**src/rtl/cpu_ctrl_sequencer.sv**
```systemverilog
// +----------------------------------------------------------------------------+
// | cpu_ctrl_sequencer: multi-cycle FETCH/DECODE/EXEC/MEM/WB control FSM.       |
// | Optional macro CTRL_MEM_TIMEOUT_EN adds a MEM_WAIT timeout abort.           |
// | Revision: 1.0                                                               |
// +----------------------------------------------------------------------------+
`default_nettype none

module cpu_ctrl_sequencer #(
  parameter int ALU_SEL_W = 4
`ifdef CTRL_MEM_TIMEOUT_EN
  , parameter int MEM_TIMEOUT = 15
`endif
) (
  input  logic                 clk,
  input  logic                 rst_n,
  input  logic                 instr_valid,
  input  logic [7:0]           instr_in,
  output logic                 instr_ready,
  output logic                 dec_en,
  output logic [7:0]           dec_opcode,
  input  logic [22:0]          dec_lines,
  input  logic [3:0]           dec_operand,
  input  logic                 zero_flag,
  input  logic                 mem_ack,
  output logic                 mem_rd,
  output logic                 mem_wr,
  output logic                 alu_go,
  output logic [ALU_SEL_W-1:0] alu_sel,
  output logic                 reg_we,
  output logic                 pc_inc,
  output logic                 pc_load,
  output logic [3:0]           operand_out,
  output logic                 halted,
  output logic                 illegal,
  output logic                 timeout
);

  localparam logic [2:0] c_FETCH    = 3'd0;
  localparam logic [2:0] c_DECODE   = 3'd1;
  localparam logic [2:0] c_EXEC     = 3'd2;
  localparam logic [2:0] c_MEM_WAIT = 3'd3;
  localparam logic [2:0] c_WB       = 3'd4;
  localparam logic [2:0] c_HALT     = 3'd5;
  localparam logic [2:0] c_ILLEGAL  = 3'd6;

  localparam logic [4:0] c_L_NOP  = 5'd0;
  localparam logic [4:0] c_L_LD   = 5'd1;
  localparam logic [4:0] c_L_ST   = 5'd2;
  localparam logic [4:0] c_L_LDI  = 5'd3;
  localparam logic [4:0] c_L_MOV  = 5'd4;
  localparam logic [4:0] c_L_ALU0 = 5'd5;
  localparam logic [4:0] c_L_ALU9 = 5'd14;
  localparam logic [4:0] c_L_JMP  = 5'd15;
  localparam logic [4:0] c_L_JZ   = 5'd16;
  localparam logic [4:0] c_L_RSV0 = 5'd17;
  localparam logic [4:0] c_L_RSV1 = 5'd18;
  localparam logic [4:0] c_L_CMP0 = 5'd19;
  localparam logic [4:0] c_L_CMP2 = 5'd21;
  localparam logic [4:0] c_L_HALT = 5'd22;

  logic [2:0]           state_q, state_d;
  logic [4:0]           line_q, line_d;
  logic [7:0]           opcode_q, opcode_d;
  logic [3:0]           operand_q, operand_d;
  logic [ALU_SEL_W-1:0] alu_sel_q, alu_sel_d;
  logic                 illegal_q, illegal_d;
  logic                 alu_go_q, alu_go_d;
  logic                 pc_inc_q, pc_inc_d;
  logic                 pc_load_q, pc_load_d;
  logic                 reg_we_q, reg_we_d;
  logic                 mem_rd_q, mem_rd_d;
  logic                 mem_wr_q, mem_wr_d;
  logic [4:0]           hot_cnt;
  logic [4:0]           hot_idx;
  logic                 dec_ok;

`ifdef CTRL_MEM_TIMEOUT_EN
  localparam int c_CNT_W = $clog2(MEM_TIMEOUT + 1);
  logic [c_CNT_W-1:0] cnt_q, cnt_d;
  logic               timeout_q, timeout_d;
`endif

  function automatic logic is_alu(input logic [4:0] l);
    return (l >= c_L_ALU0) && (l <= c_L_ALU9);
  endfunction

  function automatic logic is_cmp(input logic [4:0] l);
    return (l >= c_L_CMP0) && (l <= c_L_CMP2);
  endfunction

  // Exactly one non-reserved decoder line must be hot.
  always_comb begin
    hot_cnt = '0;
    hot_idx = '0;
    for (int i = 0; i < 23; i++) begin
      if (dec_lines[i]) begin
        hot_cnt = hot_cnt + 5'd1;
        hot_idx = 5'(i);
      end
    end
    dec_ok = (hot_cnt == 5'd1) && (hot_idx != c_L_RSV0) && (hot_idx != c_L_RSV1);
  end

  always_ff @(posedge clk or negedge rst_n) begin
    if (!rst_n) begin
      state_q   <= c_FETCH;
      line_q    <= '0;
      opcode_q  <= '0;
      operand_q <= '0;
      alu_sel_q <= '0;
      illegal_q <= 1'b0;
      alu_go_q  <= 1'b0;
      pc_inc_q  <= 1'b0;
      pc_load_q <= 1'b0;
      reg_we_q  <= 1'b0;
      mem_rd_q  <= 1'b0;
      mem_wr_q  <= 1'b0;
`ifdef CTRL_MEM_TIMEOUT_EN
      cnt_q     <= '0;
      timeout_q <= 1'b0;
`endif
    end else begin
      state_q   <= state_d;
      line_q    <= line_d;
      opcode_q  <= opcode_d;
      operand_q <= operand_d;
      alu_sel_q <= alu_sel_d;
      illegal_q <= illegal_d;
      alu_go_q  <= alu_go_d;
      pc_inc_q  <= pc_inc_d;
      pc_load_q <= pc_load_d;
      reg_we_q  <= reg_we_d;
      mem_rd_q  <= mem_rd_d;
      mem_wr_q  <= mem_wr_d;
`ifdef CTRL_MEM_TIMEOUT_EN
      cnt_q     <= cnt_d;
      timeout_q <= timeout_d;
`endif
    end
  end

  always_comb begin
    state_d   = state_q;
    line_d    = line_q;
    opcode_d  = opcode_q;
    operand_d = operand_q;
    illegal_d = illegal_q;
`ifdef CTRL_MEM_TIMEOUT_EN
    cnt_d     = cnt_q;
    timeout_d = timeout_q;
`endif
    case (state_q)
      c_FETCH: begin
        if (instr_valid) begin
          opcode_d = instr_in;
          state_d  = c_DECODE;
        end
      end
      c_DECODE: begin
        operand_d = dec_operand;
        if (dec_ok) begin
          line_d  = hot_idx;
          state_d = c_EXEC;
        end else begin
          illegal_d = 1'b1;
          state_d   = c_ILLEGAL;
        end
      end
      c_EXEC: begin
`ifdef CTRL_MEM_TIMEOUT_EN
        cnt_d = '0;
`endif
        if ((line_q == c_L_LD) || (line_q == c_L_ST))
          state_d = c_MEM_WAIT;
        else if (is_alu(line_q) || (line_q == c_L_LDI) || (line_q == c_L_MOV))
          state_d = c_WB;
        else if (line_q == c_L_HALT)
          state_d = c_HALT;
        else
          state_d = c_FETCH;
      end
      c_MEM_WAIT: begin
        if (mem_ack) begin
          state_d = (line_q == c_L_LD) ? c_WB : c_FETCH;
        end
`ifdef CTRL_MEM_TIMEOUT_EN
        else if (cnt_q == c_CNT_W'(MEM_TIMEOUT - 1)) begin
          timeout_d = 1'b1;
          state_d   = c_FETCH;
        end else begin
          cnt_d = cnt_q + 1'b1;
        end
`endif
      end
      c_WB:      state_d = c_FETCH;
      c_ILLEGAL: state_d = c_FETCH;
      c_HALT:    state_d = c_HALT;
      default:   state_d = c_FETCH;
    endcase
  end

  // Pulses are registered from the upcoming state so they are visible in the
  // state that performs them; JZ therefore samples zero_flag during DECODE.
  always_comb begin
    alu_go_d  = (state_d == c_EXEC) && (is_alu(line_d) || is_cmp(line_d));
    pc_load_d = (state_d == c_EXEC) &&
                ((line_d == c_L_JMP) || ((line_d == c_L_JZ) && zero_flag));
    pc_inc_d  = ((state_d == c_EXEC) &&
                 ((line_d == c_L_NOP) || is_cmp(line_d) || ((line_d == c_L_JZ) && !zero_flag))) ||
                (state_d == c_WB) || (state_d == c_ILLEGAL) ||
                ((state_q == c_MEM_WAIT) && (state_d == c_FETCH));
    reg_we_d  = (state_d == c_WB);
    mem_rd_d  = (state_d == c_MEM_WAIT) && (line_d == c_L_LD);
    mem_wr_d  = (state_d == c_MEM_WAIT) && (line_d == c_L_ST);
    alu_sel_d = alu_sel_q;
    if (state_d == c_EXEC) begin
      if (is_alu(line_d))
        alu_sel_d = ALU_SEL_W'(line_d - 5'd5);
      else if (is_cmp(line_d))
        alu_sel_d = ALU_SEL_W'(line_d - 5'd9);
    end
  end

  assign instr_ready = (state_q == c_FETCH);
  assign dec_en      = (state_q == c_DECODE);
  assign halted      = (state_q == c_HALT);
  assign dec_opcode  = opcode_q;
  assign operand_out = operand_q;
  assign alu_sel     = alu_sel_q;
  assign illegal     = illegal_q;
  assign alu_go      = alu_go_q;
  assign pc_inc      = pc_inc_q;
  assign pc_load     = pc_load_q;
  assign reg_we      = reg_we_q;
  assign mem_rd      = mem_rd_q;
  assign mem_wr      = mem_wr_q;
`ifdef CTRL_MEM_TIMEOUT_EN
  assign timeout     = timeout_q;
`else
  assign timeout     = 1'b0;
`endif

endmodule

`default_nettype wire
```
**config.mk**
```make
export PLATFORM = sky130hd
export DESIGN_NAME = cpu_ctrl_sequencer
export DESIGN_NICKNAME = d
export VERILOG_FILES = /design/src/rtl/cpu_ctrl_sequencer.sv
export SDC_FILE = /design/constraint.sdc
export NUM_CORES = 1
export LEC_CHECK = 0
export BUFFER_PORTS_ARGS = -buffer_cell sky130_fd_sc_hd__buf_2
export CORE_ASPECT_RATIO = 1.5
export CORE_MARGIN = 1
export CORE_UTILIZATION = 45
export DETAILED_ROUTE_END_ITERATION = 16
export HOLD_SLACK_MARGIN = 0.1
export MAX_ROUTING_LAYER = met4
export PLACE_DENSITY_LB_ADDON = 0.25
export SYNTH_ARGS = -nofsm -noshare
export SYNTH_HDL_FRONTEND = slang
export SYNTH_SLANG_ARGS = --single-unit
```
**constraint.sdc**
```tcl
create_clock -name clk -period 5.7 [get_ports clk]
set_clock_uncertainty 0.15 [all_clocks]
set_input_delay 0.285 -clock clk [delete_from_list [all_inputs] [get_ports clk]]
set_output_delay 0.285 -clock clk [all_outputs]
set_load 0.03 [all_outputs]
```
## Word level (Yosys, flattened, before mapping)

Index checks and enable logic that the tools add are counted.
W data, S select, Z words.

- Register bits after elaboration: 31
- Word-level logic and storage cells: 151

- Bitwise gates (word level): 1
- Reductions and logical operators: 31
- Eq/ne operators: 20
- Muxes and demuxes: 57
- $add $sub $neg: 24
- $lt $le $gt $ge: 6

Operators with widths:

| operator | count |
|---|---|
| $mux W5 | 45 |
| $add A5 B1 Y5 const B | 22 |
| $mux W3 | 7 |
| $eq A5 B1 Y1 const B | 3 |
| $eq A5 B2 Y1 const B | 3 |
| $pmux W3 S5 | 1 |
| $logic_and A1 B1 Y1 | 13 |
| $eq A3 B2 Y1 const B | 4 |
| $eq A5 B5 Y1 const B | 2 |
| $ge A5 B3 Y1 const B | 2 |
| $le A5 B4 Y1 const B | 2 |
| $logic_or A1 B1 Y1 | 10 |
| $ne A5 B5 Y1 const B | 2 |
| $eq A3 B3 Y1 const B | 3 |
| $mux W4 | 2 |
| $logic_not A3 Y1 | 2 |
| $reduce_and A2 Y1 | 3 |
| $eq A5 B3 Y1 const B | 1 |
| $eq A5 B4 Y1 const B | 1 |
| $ge A5 B5 Y1 const B | 1 |
| $le A5 B5 Y1 const B | 1 |
| $logic_not A5 Y1 | 1 |
| $sub A4 B3 Y4 const B | 1 |
| $sub A4 B4 Y4 const B | 1 |
| 5 further kinds | 6 |

## Logic depth before layout (Yosys ltp)

- Depth after elaboration: 58
- Mapped depth: 88
- Depth with buffers taken out: 87

## Worst setup path before layout

No wires, ideal clock.

- Path type: input-to-reg
- Start point: input port dec_lines[0]
- End point: register alu_sel_q[3] (netlist: alu_sel[3])
- Required time: 5.464 ns
- Stages: 86
- Data arrival time: 15.554 ns
- Slack: -10.089 ns
- Library setup time: 0.086 ns
- Cells stage by stage: inv_1 -> ha_1 -> xnor2_2 -> inv_1 -> ha_1 -> nand2_1 -> o31ai_1 -> ha_1 -> mux2_2 -> ha_1 -> nand2_1 -> o31ai_1 -> or2_2 -> ha_1 -> mux2_2 -> ha_1 -> nor2b_1 -> nor2_1 -> [... 50 more ...] -> a21oi_1 -> nand2_1 -> nor3_1 -> mux2i_4 -> buf_2 -> a21oi_1 -> inv_1 -> ha_1 -> or3_1 -> a21oi_1 -> nor3_1 -> a21oi_1 -> ha_1 -> o21ai_0 -> a21oi_1 -> or4_1 -> and2_0 -> o221ai_2

- Longest elaborated chain between the ends: 54

Ends and longest elaborated chain:

| what | RTL line | source |
|---|---|---|
| start: declaration | 21 | `input logic [22:0] dec_lines,` |
| $mux W1 * | 96 | `if (dec_lines[i]) begin` |
| $add A5 B1 Y5 | 97 | `hot_cnt = hot_cnt + 5'd1;` |
| $mux W5 * | 96 |  |
| $add A5 B1 Y5 | 97 |  |
| $mux W5 * | 96 |  |
| $add A5 B1 Y5 | 97 |  |
| $mux W5 * | 96 |  |
| $add A5 B1 Y5 | 97 |  |
| [... 38 more ...] | -- |  |
| $logic_and A1 B1 Y1 * (2 in series) | 101 | `dec_ok = (hot_cnt == 5'd1) && (hot_idx != c_L_RSV0) && (hot_idx != c_L_RSV1);` |
| $mux W5 * | 161 | `if (dec_ok) begin` |
| $mux W5 * | 152 | `case (state_q)` |
| net line_d[0] | 62 | `logic [4:0] line_q, line_d;` |
| $ge A5 B3 Y1 (tied with other cells) | 84 | `return (l >= c_L_ALU0) && (l <= c_L_ALU9);` |
| $logic_and A1 B1 Y1 (on tied branches) | 84, 88 |  |
| $reduce_bool A2 Y1 (no line) | -- |  |
| $reduce_and A2 Y1 (no line) | -- |  |
| end signal: assignment | 127 | `alu_sel_q <= alu_sel_d;` |
| end: declaration | 65 | `logic [ALU_SEL_W-1:0] alu_sel_q, alu_sel_d;` |

The timed path passes the listed nets; every way through them passes the cells marked *. The select of a mux whose other input is x is not followed.
A chain may end at the register's enable or synchronous reset.

## Worst setup path in the final report

- Start point: input port dec_lines[1]
- End point: register alu_sel_q[3] (netlist: alu_sel[3])

- Longest elaborated chain between the ends: 52

Ends and longest elaborated chain:

| what | RTL line |
|---|---|
| $mux W5 | 96 |
| $add A5 B1 Y5 | 97 |
| $mux W5 | 96 |
| $add A5 B1 Y5 | 97 |
| $mux W5 | 96 |
| $add A5 B1 Y5 | 97 |
| $mux W5 | 96 |
| $add A5 B1 Y5 | 97 |
| [... 35 more ...] | -- |
| $eq A5 B1 Y1 | 101 |
| $logic_and A1 B1 Y1 (2 in series) | 101 |
| $mux W5 | 161 |
| $mux W5 | 152 |
| $ge A5 B3 Y1 (tied with other cells) | 84 |
| $logic_and A1 B1 Y1 (on tied branches) | 84, 88 |
| $reduce_bool A2 Y1 (no line) | -- |
| $reduce_and A2 Y1 (no line) | -- |

Parallel ways exist; a longest one is shown, timed or not. The select of a mux whose other input is x is not followed.

==> reports/summary.txt <==
Post-route DRC: 0
Clock Sinks: 31
Final worst path period need: 14,560 ps
Worst-margin pin slew: 809 ps
Share of layout cells above drive strength 1: 51.3%
Setup violators final: 17
Post-synth top area share: 17.4%
CTS tree: built
Ys flop type: dfrtp_1
#FFs+latches synth: 31
Crit. End Element: flip-flop
First-pass GRT wire length: 22,100 um
WP data required: 5750 ps
First-pass detailed-route iteration total: 5
Largest net degree at the start of global routing: 32
Max Fclk: 68.7 MHz
Worst hold path class: input pin to flip-flop
Outcome: finished, violations left
Post-synth EDFFs: 0
Startpoint Class: input pin
Place WS: -9620 ps
Cell taking the most area after synthesis: dfrtp_1
Post-synth ARST share: 100%
Buffers on Ports: 65
Slew Limit Fails: 0
FF-to-FF setup slack: 1160 ps
Core footprint: 0.00963 mm^2
Overall routed net length: 14,300 um
CP max stage delay: 420 ps
Worst-case clock buffer depth: 2
GRT overflow: 0
Final WS setup: -8860 ps
Mapped Area: 0.00447 mm^2
Mean Syn Cell Area: 8.16 um^2
Vias/cell: 5.43
Number of global-route vias before repair: 5,041
Cell mode on critical path: ha_4
Die extent in x: 83.3 um
FILL cells: 639
RSZ-0062 raised after global routing: yes
Synth area leaders: dfrtp_1 (17%), xnor2_1 (9.4%), ha_1 (7.8%), nand2_1 (5.3%), mux2_2 (4.0%)
DP HPWL: 10,100 um
Clk_lat worst skew: 280 ps
Final worst path period share: 255%
FF-to-FF path depth: 18
Yosys cell types: 75
Synth warnings: 0
Layout Nets: 863
Final Hold Fails: 0
GPL Wtd Cong: 0.873
Number of diodes: 0
Layout area overhead: 64.2%
Initial antenna violation count: 0
I/O Pins: 67
DRT iter0 DRCs: 212
Cells after Synth: 547
Die area: 0.0103 mm^2
Wire per inst: 15.7 um
CP Class: input pin to flip-flop
CP max-delay cell: or4_4
Initial Util: 46.4%
Hold path cells: 2
H-Tree Depth: 2
CTS clk-pin slew, worst paths: 50 ps
Die Height: 124 um
Number of CTS-inserted buffers: 5
GRT Util Overall: 26.9%
Syn nets: 615
Vias: 4,949
Post-synthesis sequential area ratio: 17.4%
MaxCap Viol Count: 0
Failing checks: setup timing
Worst EP arrival: 14,610 ps
Cell row count: 44
Max FO, Critical Path: 4
Antenna viol nets, final: 0
Rel. slew slack: 45.3%
CTS root buf: clkbuf_16
[per-stage QoR]
stage               cells  setup TNS, ps  cell area, um^2  utilization [%]  hold WS, ps
floorplan             547        -126570             4750                -         -161
global placement      857        -132100             6280             65.2          207
detailed placement    857        -140540             6280             65.2          222
CTS                   901        -126670             6940             72.1          102
global route          911        -136960             7330             76.1          103
finish                911        -128340             7330             76.1          104
[state kept, by name (all words and copies together), names as in the netlist]
| register | flops |
|---|---|
| dec_opcode | 8 |
| line_q | 5 |
| alu_sel | 4 |
| operand_out | 4 |
| state_q | 3 |
| alu_go | 1 |
| illegal | 1 |
| mem_rd | 1 |
| mem_wr | 1 |
| pc_inc | 1 |
| pc_load | 1 |
| reg_we | 1 |
[cell type report]
type                    instances  area (um^2)  share of cell area, %
clock buffers                   5          125                   1.71
clock inverters                 3         20.0                  0.273
inverters                      25          111                   1.52
multi-input cells             462         4210                   57.4
flip-flops and latches         31          776                   10.6
well taps                     115          144                   1.96
repair buffers                270         1950                   26.5
[worst paths after layout]
path,from,to
worst min register to register,operand_out[3],operand_out[3]
min in group asynchronous,rst_n,alu_sel[3]
worst max register to register,state_q[0],alu_sel[3]
worst max-delay path,dec_lines[1],alu_sel[3]
worst min-delay path,instr_in[4],dec_opcode[4]
max in group asynchronous,rst_n,dec_opcode[5]
[per-layer routing]
layer | GRT usage [%] | routed length [um]
met1 | 26.3 | 5230
met2 | 53.1 | 8030
met3 | 2.52 | 441
met4 | 12.7 | 554
met5 | - | 0
[Yosys cell counts (all sizes together), types with 3 or more instances]
master  number
nand2       63
xnor2       57
nor2        44
a21oi       31
dfrtp       31
ha          28
inv         25
o21ai       24
clkbuf      22
xor2        22
mux2        18
nor3        15
mux2i       14
nand3       14
nor2b       11
o31ai       11
and2         8
nor3b        8
buf          7
a31oi        6
nand2b       6
nand4        6
a211oi       5
and4         5
nor4         5
o21bai       5
xnor3        5
or3          4
o311ai       3
xor3         3
[cell families (layout without fill, tap and decap cells)]
family                     count (synthesis)  in the layout  synth area share, %
DFF                                       31             31                 17.4
and+or+nand+nor                          203            203                 22.9
buffers and inverters                     54            303                 4.85
other                                      1              1               0.0840
AOI/OAI and AO/OA                        111            111                 16.5
muxes                                     32             32                 7.96
xor gates and xnor gates                  87             87                 22.5
adders and majority gates                 28             28                 7.85
[timing repair]
action / CTS / global route
hold buffers: 9 / 0
gates resized for setup: 52 / 54
pin swaps: 49 / 59
buffers inserted: 32 / 14
hold endpoints to repair: 39 / 0
setup endpoints to repair: 17 / 17
[placed cells by master (no fill, tap or decap), types with 5 or more instances in the layout]
| master | count |
|---|---|
| a21oi_1 | 20 |
| a21oi_2 | 9 |
| a31oi_1 | 5 |
| and2_1 | 6 |
| buf_2 | 63 |
| buf_4 | 186 |
| buf_6 | 11 |
| clkbuf_16 | 5 |
| dfrtp_1 | 31 |
| dlygate4sd3_1 | 9 |
| ha_1 | 8 |
| ha_4 | 19 |
| inv_1 | 18 |
| mux2_2 | 11 |
| mux2_4 | 5 |
| mux2i_1 | 12 |
| nand2_1 | 50 |
| nand2_4 | 10 |
| nand2b_1 | 5 |
| nand3_1 | 14 |
| nand4_1 | 6 |
| nor2_1 | 36 |
| nor2b_1 | 7 |
| nor3_1 | 11 |
| nor3b_1 | 7 |
| nor4_1 | 5 |
| o21ai_0 | 14 |
| o21ai_2 | 8 |
| o31ai_1 | 7 |
| xnor2_1 | 46 |
| xnor2_2 | 9 |
| xor2_1 | 19 |
[worst max-delay path, delay by kind of cell]
family                     cells  cell delay (ps)
muxes                          6             1340
buffers and inverters          8              780
adders and majority gates     23             5990
xor gates and xnor gates       1              170
and+or+nand+nor               30             3050
AOI/OAI and AO/OA             20             3010
Power is not shown: default switching activity piles up to over one toggle a cycle in this logic, so the estimate is an artifact.
